## config.mk

```make
export PLATFORM = sky130hd
export DESIGN_NAME = jump_sequencer_flat
export DESIGN_NICKNAME = d
export VERILOG_FILES = /design/src/rtl/jump_sequencer_if.sv /design/src/rtl/jump_sequencer.sv /design/src/flat_wrapper.sv
export SDC_FILE = /design/constraint.sdc
export NUM_CORES = 1
export LEC_CHECK = 0
export BUFFER_PORTS_ARGS = -buffer_cell sky130_fd_sc_hd__buf_4
export CAP_MARGIN = 10
export CORE_ASPECT_RATIO = 1.4
export CORE_MARGIN = 1
export CORE_UTILIZATION = 45
export DETAILED_ROUTE_END_ITERATION = 8
export PLACE_DENSITY = 0.68
export SLEW_MARGIN = 20
export SYNTH_ARGS = -nofsm -noshare
export SYNTH_HDL_FRONTEND = slang
export SYNTH_SLANG_ARGS = --single-unit
```

## constraint.sdc

```tcl
create_clock -name clock -period 2.68 [get_ports clock]
set_clock_uncertainty 0.05 [all_clocks]
set_input_delay 0.536 -clock clock [delete_from_list [all_inputs] [get_ports clock]]
set_output_delay 0.536 -clock clock [all_outputs]
set_load 0.03 [all_outputs]
```

## src/rtl/jump_sequencer_if.sv

```systemverilog
// jump_sequencer_if: pipeline-control handshake and statistics bundle for jump_sequencer
interface jump_sequencer_if #(
    parameter int COUNT_WIDTH = 32
);
    logic                   jump_start;
    logic                   take_branch;
    logic                   want_stall;
    logic                   flush;
    logic [1:0]             branch_status;
    logic                   busy;
    logic [COUNT_WIDTH-1:0] jump_count;
    logic [COUNT_WIDTH-1:0] taken_count;

    modport master (
        output jump_start, take_branch, want_stall, flush,
        input  branch_status, busy, jump_count, taken_count
    );

    modport slave (
        input  jump_start, take_branch, want_stall, flush,
        output branch_status, busy, jump_count, taken_count
    );
endinterface

```

## src/rtl/jump_sequencer.sv

```systemverilog
// jump_sequencer: sequences a control-transfer through WAIT/RESOLVE/RELEASE and counts resolves
module jump_sequencer #(
    parameter int RESOLVE_DELAY = 2,
    parameter int COUNT_WIDTH   = 32
) (
    input logic             clock,
    input logic             reset,
    jump_sequencer_if.slave bus
);
    typedef enum logic [1:0] {IDLE, WAIT, RESOLVE, RELEASE} state_t;

    state_t                 state, state_n;
    logic [2:0]             cnt, cnt_n;
    logic                   count_en;
    logic [COUNT_WIDTH-1:0] jump_count, taken_count;

    always_ff @(posedge clock or posedge reset) begin
        if (reset) begin
            state <= IDLE;
            cnt   <= '0;
        end else begin
            state <= state_n;
            cnt   <= cnt_n;
        end
    end

    // WAIT is entered with RESOLVE_DELAY-1 and leaves as the count runs out,
    // so RESOLVE lands exactly RESOLVE_DELAY cycles after acceptance
    always_comb begin
        state_n  = state;
        cnt_n    = cnt;
        count_en = 1'b0;
        if (bus.flush) begin
            state_n = IDLE;
            cnt_n   = '0;
        end else if (!bus.want_stall) begin
            case (state)
                IDLE: if (bus.jump_start) begin
                    state_n = (RESOLVE_DELAY == 1) ? RESOLVE : WAIT;
                    cnt_n   = 3'(RESOLVE_DELAY - 1);
                end
                WAIT: begin
                    state_n = (cnt == 3'd1) ? RESOLVE : WAIT;
                    cnt_n   = cnt - 3'd1;
                end
                RESOLVE: begin
                    state_n  = RELEASE;
                    count_en = 1'b1;
                end
                default: state_n = IDLE;
            endcase
        end
    end

    always_ff @(posedge clock or posedge reset) begin
        if (reset) begin
            jump_count  <= '0;
            taken_count <= '0;
        end else if (count_en) begin
            if (!(&jump_count))
                jump_count <= jump_count + COUNT_WIDTH'(1);
            if (bus.take_branch && !(&taken_count))
                taken_count <= taken_count + COUNT_WIDTH'(1);
        end
    end

    assign bus.branch_status = (state == RESOLVE) ? 2'b01 : (state == RELEASE) ? 2'b10 : 2'b00;
    assign bus.busy          = (state != IDLE);
    assign bus.jump_count    = jump_count;
    assign bus.taken_count   = taken_count;
endmodule

```

## src/flat_wrapper.sv

```systemverilog
// flat-port wrapper written by rule: the top's interface ports become plain ports
module jump_sequencer_flat 
#(
    parameter int RESOLVE_DELAY = 2,
    parameter int COUNT_WIDTH   = 32
)
  (clock, reset, bus_jump_start, bus_take_branch, bus_want_stall, bus_flush, bus_branch_status, bus_busy, bus_jump_count, bus_taken_count);
  jump_sequencer_if #(.COUNT_WIDTH(COUNT_WIDTH)) bus_i ();
  input logic clock;
  input logic reset;
  input wire logic [$bits(bus_i.jump_start)-1:0] bus_jump_start;
  input wire logic [$bits(bus_i.take_branch)-1:0] bus_take_branch;
  input wire logic [$bits(bus_i.want_stall)-1:0] bus_want_stall;
  input wire logic [$bits(bus_i.flush)-1:0] bus_flush;
  output wire logic [$bits(bus_i.branch_status)-1:0] bus_branch_status;
  output wire logic [$bits(bus_i.busy)-1:0] bus_busy;
  output wire logic [$bits(bus_i.jump_count)-1:0] bus_jump_count;
  output wire logic [$bits(bus_i.taken_count)-1:0] bus_taken_count;
  assign bus_i.jump_start = bus_jump_start;
  assign bus_i.take_branch = bus_take_branch;
  assign bus_i.want_stall = bus_want_stall;
  assign bus_i.flush = bus_flush;
  assign bus_branch_status = bus_i.branch_status;
  assign bus_busy = bus_i.busy;
  assign bus_jump_count = bus_i.jump_count;
  assign bus_taken_count = bus_i.taken_count;
  jump_sequencer #(.RESOLVE_DELAY(RESOLVE_DELAY), .COUNT_WIDTH(COUNT_WIDTH)) u_core (.clock(clock), .reset(reset), .bus(bus_i));
endmodule
```

### Yosys cells after proc, flatten, opt, wreduce, memory -nomap -nowiden

Cells that the tools add are included.

* bitwise operators: 1
* muxes and demuxes: 14
* add/sub/neg operators: 3
* equality and inequality tests: 6
* reductions and logical operators: 11

Operator list (number)
* 32-bit by 1-bit adder with 32-bit output (second input constant): 2
* 32-bit AND reduction: 2
* 2-bit two-way mux: 6
* 3-bit two-way mux: 3
* 2-bit one-hot mux with 3 select lines: 1
* 3-bit one-hot mux with 2 select lines: 1
* 2-bit AND reduction: 3
* 2-bit equality test (second input constant): 2
* 3-bit by 1-bit equality test with 1-bit output (second input constant): 1
* 1-bit two-way mux: 3
* 3-bit inequality test (second input constant): 1
* 3-bit AND reduction: 1
* 3-bit nonzero test: 1
* 3-bit by 1-bit subtractor with 3-bit output (second input constant): 1
* 2-bit by 1-bit equality test with 1-bit output (second input constant): 1
* 2-bit logical NOT: 1
* 2-bit by 1-bit inequality test with 1-bit output (second input constant): 1
* 2-bit nonzero test: 1
* 1-bit logical AND: 1
* 1-bit logical NOT: 1
* 1-bit NOT: 1

* flip-flop bits (word level): 69
* input port bits: 6

### Logic depth before layout (Yosys ltp)

* word-level depth: 5
* gate-level depth with buffers: 8

### Least setup slack after synthesis

Ideal clock, no wire load.

* path kind: reg2reg
* from: reg u_core.taken_count[0] (netlist: u_core.bus.taken_count[0])
* to: reg u_core.taken_count[8] (netlist: u_core.bus.taken_count[8])
* arrival: 2.324 ns
* cell stages (with the launch flop): 9
* setup slack: 0.168 ns
* path buffers: 2
* clock period less this slack: 2.512 ns
* data required time: 2.493 ns
* cells stage by stage: dfrtp_1 -> ha_1 -> nand4_1 -> or3_1 -> buf_2 -> nor4_4 -> buf_6 -> nor3_1 -> xor2_1

* word-level cells in the longest chain between the ends: 4
* elaborated cells on any way between the ends: 5
* classes of those cells: add/sub (1); reduce/logical (4)

RTL lines
* start: declaration: RTL line jump_sequencer.sv:15 `logic [COUNT_WIDTH-1:0] jump_count, taken_count;`
* start signal: assignment: RTL line jump_sequencer.sv:63 `taken_count <= taken_count + COUNT_WIDTH'(1);`
* parallel branches: the longest is 4 deep, another holds 32-bit by 1-bit adder with 32-bit output

Several ways; the timed one is not identified.
A chain may end at the register's enable or synchronous reset.

### Worst setup path after layout

* from: reg u_core.taken_count[0] (netlist: u_core.bus.taken_count[0])
* to: reg u_core.taken_count[1] (netlist: u_core.bus.taken_count[1])

The elaborated chain is that of the path after synthesis.

==> results.json <==
{
  "outcome": "completed",
  "yosys_register_bits": 69,
  "setup_tns_ns": 0,
  "groute.usage.overall": 0.212,
  "area_growth_pct": 26.4,
  "first_pass_iters": 5,
  "wl_per_cell_um": 14.8,
  "cellPowerDensity_mw_per_mm2": 476,
  "seqPwrFrac": 0.513,
  "p_comb_frac": 0.041,
  "core_mm2": 0.00736,
  "finalSetupViolCount": 0,
  "ys_seq_area_frac": 0.502,
  "nNetsFinal": 425,
  "drcViolationCount": 0,
  "r2r_end": "u_core.bus.taken_count[1]",
  "syn_area_mm2": 0.00344,
  "switching_power_uw": 470,
  "mostFrequentLayoutCells": "buf_4 (80), dfrtp_1 (69), xor2_1 (43)",
  "p_clk_frac": 0.446,
  "synth_area_leaders": "dfrtp_1 (50%), xor2_1 (11%), xnor2_1 (4.6%)",
  "initial_utilization": 0.467,
  "totalWireLength_mm": 7.68,
  "placed_cells": 501,
  "cts_sinks": 69,
  "synth-xor-area-share": 0.155,
  "cts-resized-gates": 0,
  "final_util": 0.590,
  "viasPerCell": 5.48,
  "synth_largest_area_cell": "dfrtp_1",
  "path_delay_family": "simple AND/OR/NAND/NOR gates",
  "muxShareOfSynthArea": 0.00655,
  "arrival_ns": 2.67,
  "cts_setup_buffers": 0,
  "grt_pass1_vias": 2794,
  "final_common_cell": "buf_4",
  "start_kind": "flip-flop",
  "insertedDiodeCount": 0,
  "worstPathMaxFanout": 19,
  "synth_cell_types": 39,
  "grt_max_degree": 70,
  "routabilityCongestion": 0.812,
  "swShare": 0.227,
  "fin_crit_sh": 0.929,
  "rsz0062_at_grt": "false",
  "grt_pass1_wl_mm": 12.9,
  "vias": 2833,
  "synthesis.nets": 343,
  "max_stage_delay_ns": 0.48,
  "overflow": 0,
  "netlist_instances": 333,
  "synth_compound_area_frac": 0.0255,
  "cp-startpoint": "u_core.bus.taken_count[0]",
  "yosysWarningCount": 0,
  "synth-simple-area-share": 0.275,
  "cpMaxStageDelayCell": "or3_1",
  "crit_required_ns": 2.86,
  "clock_latency_ns": 0.35,
  "synth_top_area_share": 0.502,
  "clockBufferDepth": 2,
  "tritoncts": "built",
  "hold_viol_final": 0,
  "cp_num_buf_inv": 1,
  "synth_top_family_by_area": "simple AND/OR/NAND/NOR gates",
  "clk_pin_slew_ns": 0.07,
  "drive_gt1_frac": 0.252,
  "io_buffers": 72,
  "r2r-start": "u_core.bus.taken_count[0]",
  "die_y_um": 105,
  "clockRootBuffer": "clkbuf_8",
  "crit_type": "flip-flop to flip-flop",
  "end_kind": "flip-flop",
  "dp_hpwl_mm": 5.40,
  "cts_made_buffers": 9,
  "ir_drop_mv": 0.299,
  "synth-async-reset-ratio": 1.00,
  "cellLeakagePower_uw": 0.00221,
  "synth_adder_area_share": 0.0146,
  "die-area_mm2": 0.00800,
  "reg2reg_slack_ns": 0.19,
  "die_w_um": 75.9,
  "r2r.worst_path.cells": 7,
  "maxCapViolCount": 0,
  "path_cells": "ha_1, nand4_1, or3_1, nor4_4, buf_4, nor2_2, mux2_1",
  "postRouteAntennaNets": 0,
  "drt_iter0_drc": 103,
  "avgSynthCellArea_um2": 10.3,
  "synth_flop_cell": "dfrtp_1",
  "io_pins": 73,
  "max_freq_ghz": 0.402,
  "cts_hold_buf": 0,
  "rows": 37,
  "worst_pin_slew_ns": 0.501,
  "htree_levels": 3,
  "slew_headroom": 0.661,
  "holdCritPathClass": "input port to asynchronous set/reset pin",
  "finalCriticalPeriod_ns": 2.49,
  "synth_edf_count": 0,
  "antenna_found_initial": 0,
  "intPower_uw": 1600,
  "drv_slew": 0,
  "fin_cells": 517
}
-- worst register-to-register path: cells and delay by family, from the launching register on --
family	cells	cell delay, ns
flops	1	0.45
simple gates	4	1.05
buf+inv	1	0.26
fa+ha+maj	1	0.24
mux	1	0.32
-- cells by family (layout without fill, tap and decap cells) --
logic type,count (synthesis),in the layout
DFF,69,69
AOI/OAI and AO/OA,13,13
and+or+nand+nor,168,168
muxes,2,2
buffers and inverters,16,103
xor gates and xnor gates,61,61
adders and majority gates,4,4
-- metrics by stage --
step | hold WS, ns | instance area (um2) | total power (uW) | setup WS (ns)
after floorplan | 0.430 | 3440 | 1130 | 0.168
after global placement | 0.426 | 4130 | 1170 | 0.320
after detailed placement | 0.430 | 4130 | 1170 | 0.222
after CTS | 0.217 | 4340 | 2090 | 0.211
after global routing | 0.230 | 4340 | 2150 | 0.0227
final | 0.194 | 4340 | 2070 | 0.191
-- state kept, by name, summed over array words and instances, names as in the netlist --
register                cells
u_core.state                2
u_core.cnt                  3
u_core.bus.jump_count      32
u_core.bus.taken_count     32
-- layer usage --
layer / up-vias / GRT usage / wire length [um]
li1: 1360 / - / -
met3: 13 / 0.0545 / 349
met2: 83 / 0.341 / 3870
met4: 0 / 0.0913 / 127
met1: 1377 / 0.262 / 3330
met5: - / 0 / 0
-- cells in the mapped netlist (5+ instances only) --
| library cell | count |
|---|---|
| nand3_1 | 23 |
| nand2_1 | 26 |
| inv_1 | 6 |
| clkbuf_1 | 5 |
| dfrtp_1 | 69 |
| and4_1 | 11 |
| xor2_1 | 43 |
| nor4_1 | 10 |
| and3_1 | 7 |
| nor2_1 | 23 |
| nor3_1 | 25 |
| nand4_1 | 23 |
| xnor2_1 | 18 |
-- power by group through the flow --
stage	combinational (uW)	sequential [uW]	clock, uW
floorplan	43.7	1090	0
global placement	85.7	1080	0
detailed placement	87.1	1080	0
CTS	87.3	1060	945
global route	96.7	1060	992
finish	85.1	1060	922
-- final cells by class --
type	instances	area (um2)
fill	651	3020
timing repair buffer	81	621
clock buffer	9	124
clock inverter	7	90.1
multi-input combinational	248	1640
sequential	69	1730
inverter	6	22.5
tap	97	121
-- how the worst max path moves through the flow --
stage                                       endpoint  slack, ns  cells after the start
after floorplan            u_core.bus.taken_count[8]       0.17                      8
after global placement    u_core.bus.taken_count[28]       0.32                      8
after detailed placement   u_core.bus.taken_count[1]       0.22                      7
after CTS                  u_core.bus.taken_count[1]       0.21                      7
after global routing       u_core.bus.taken_count[1]       0.02                      7
final                      u_core.bus.taken_count[1]       0.19                      7
No activity file was read; power rests on OpenSTA's default activity.
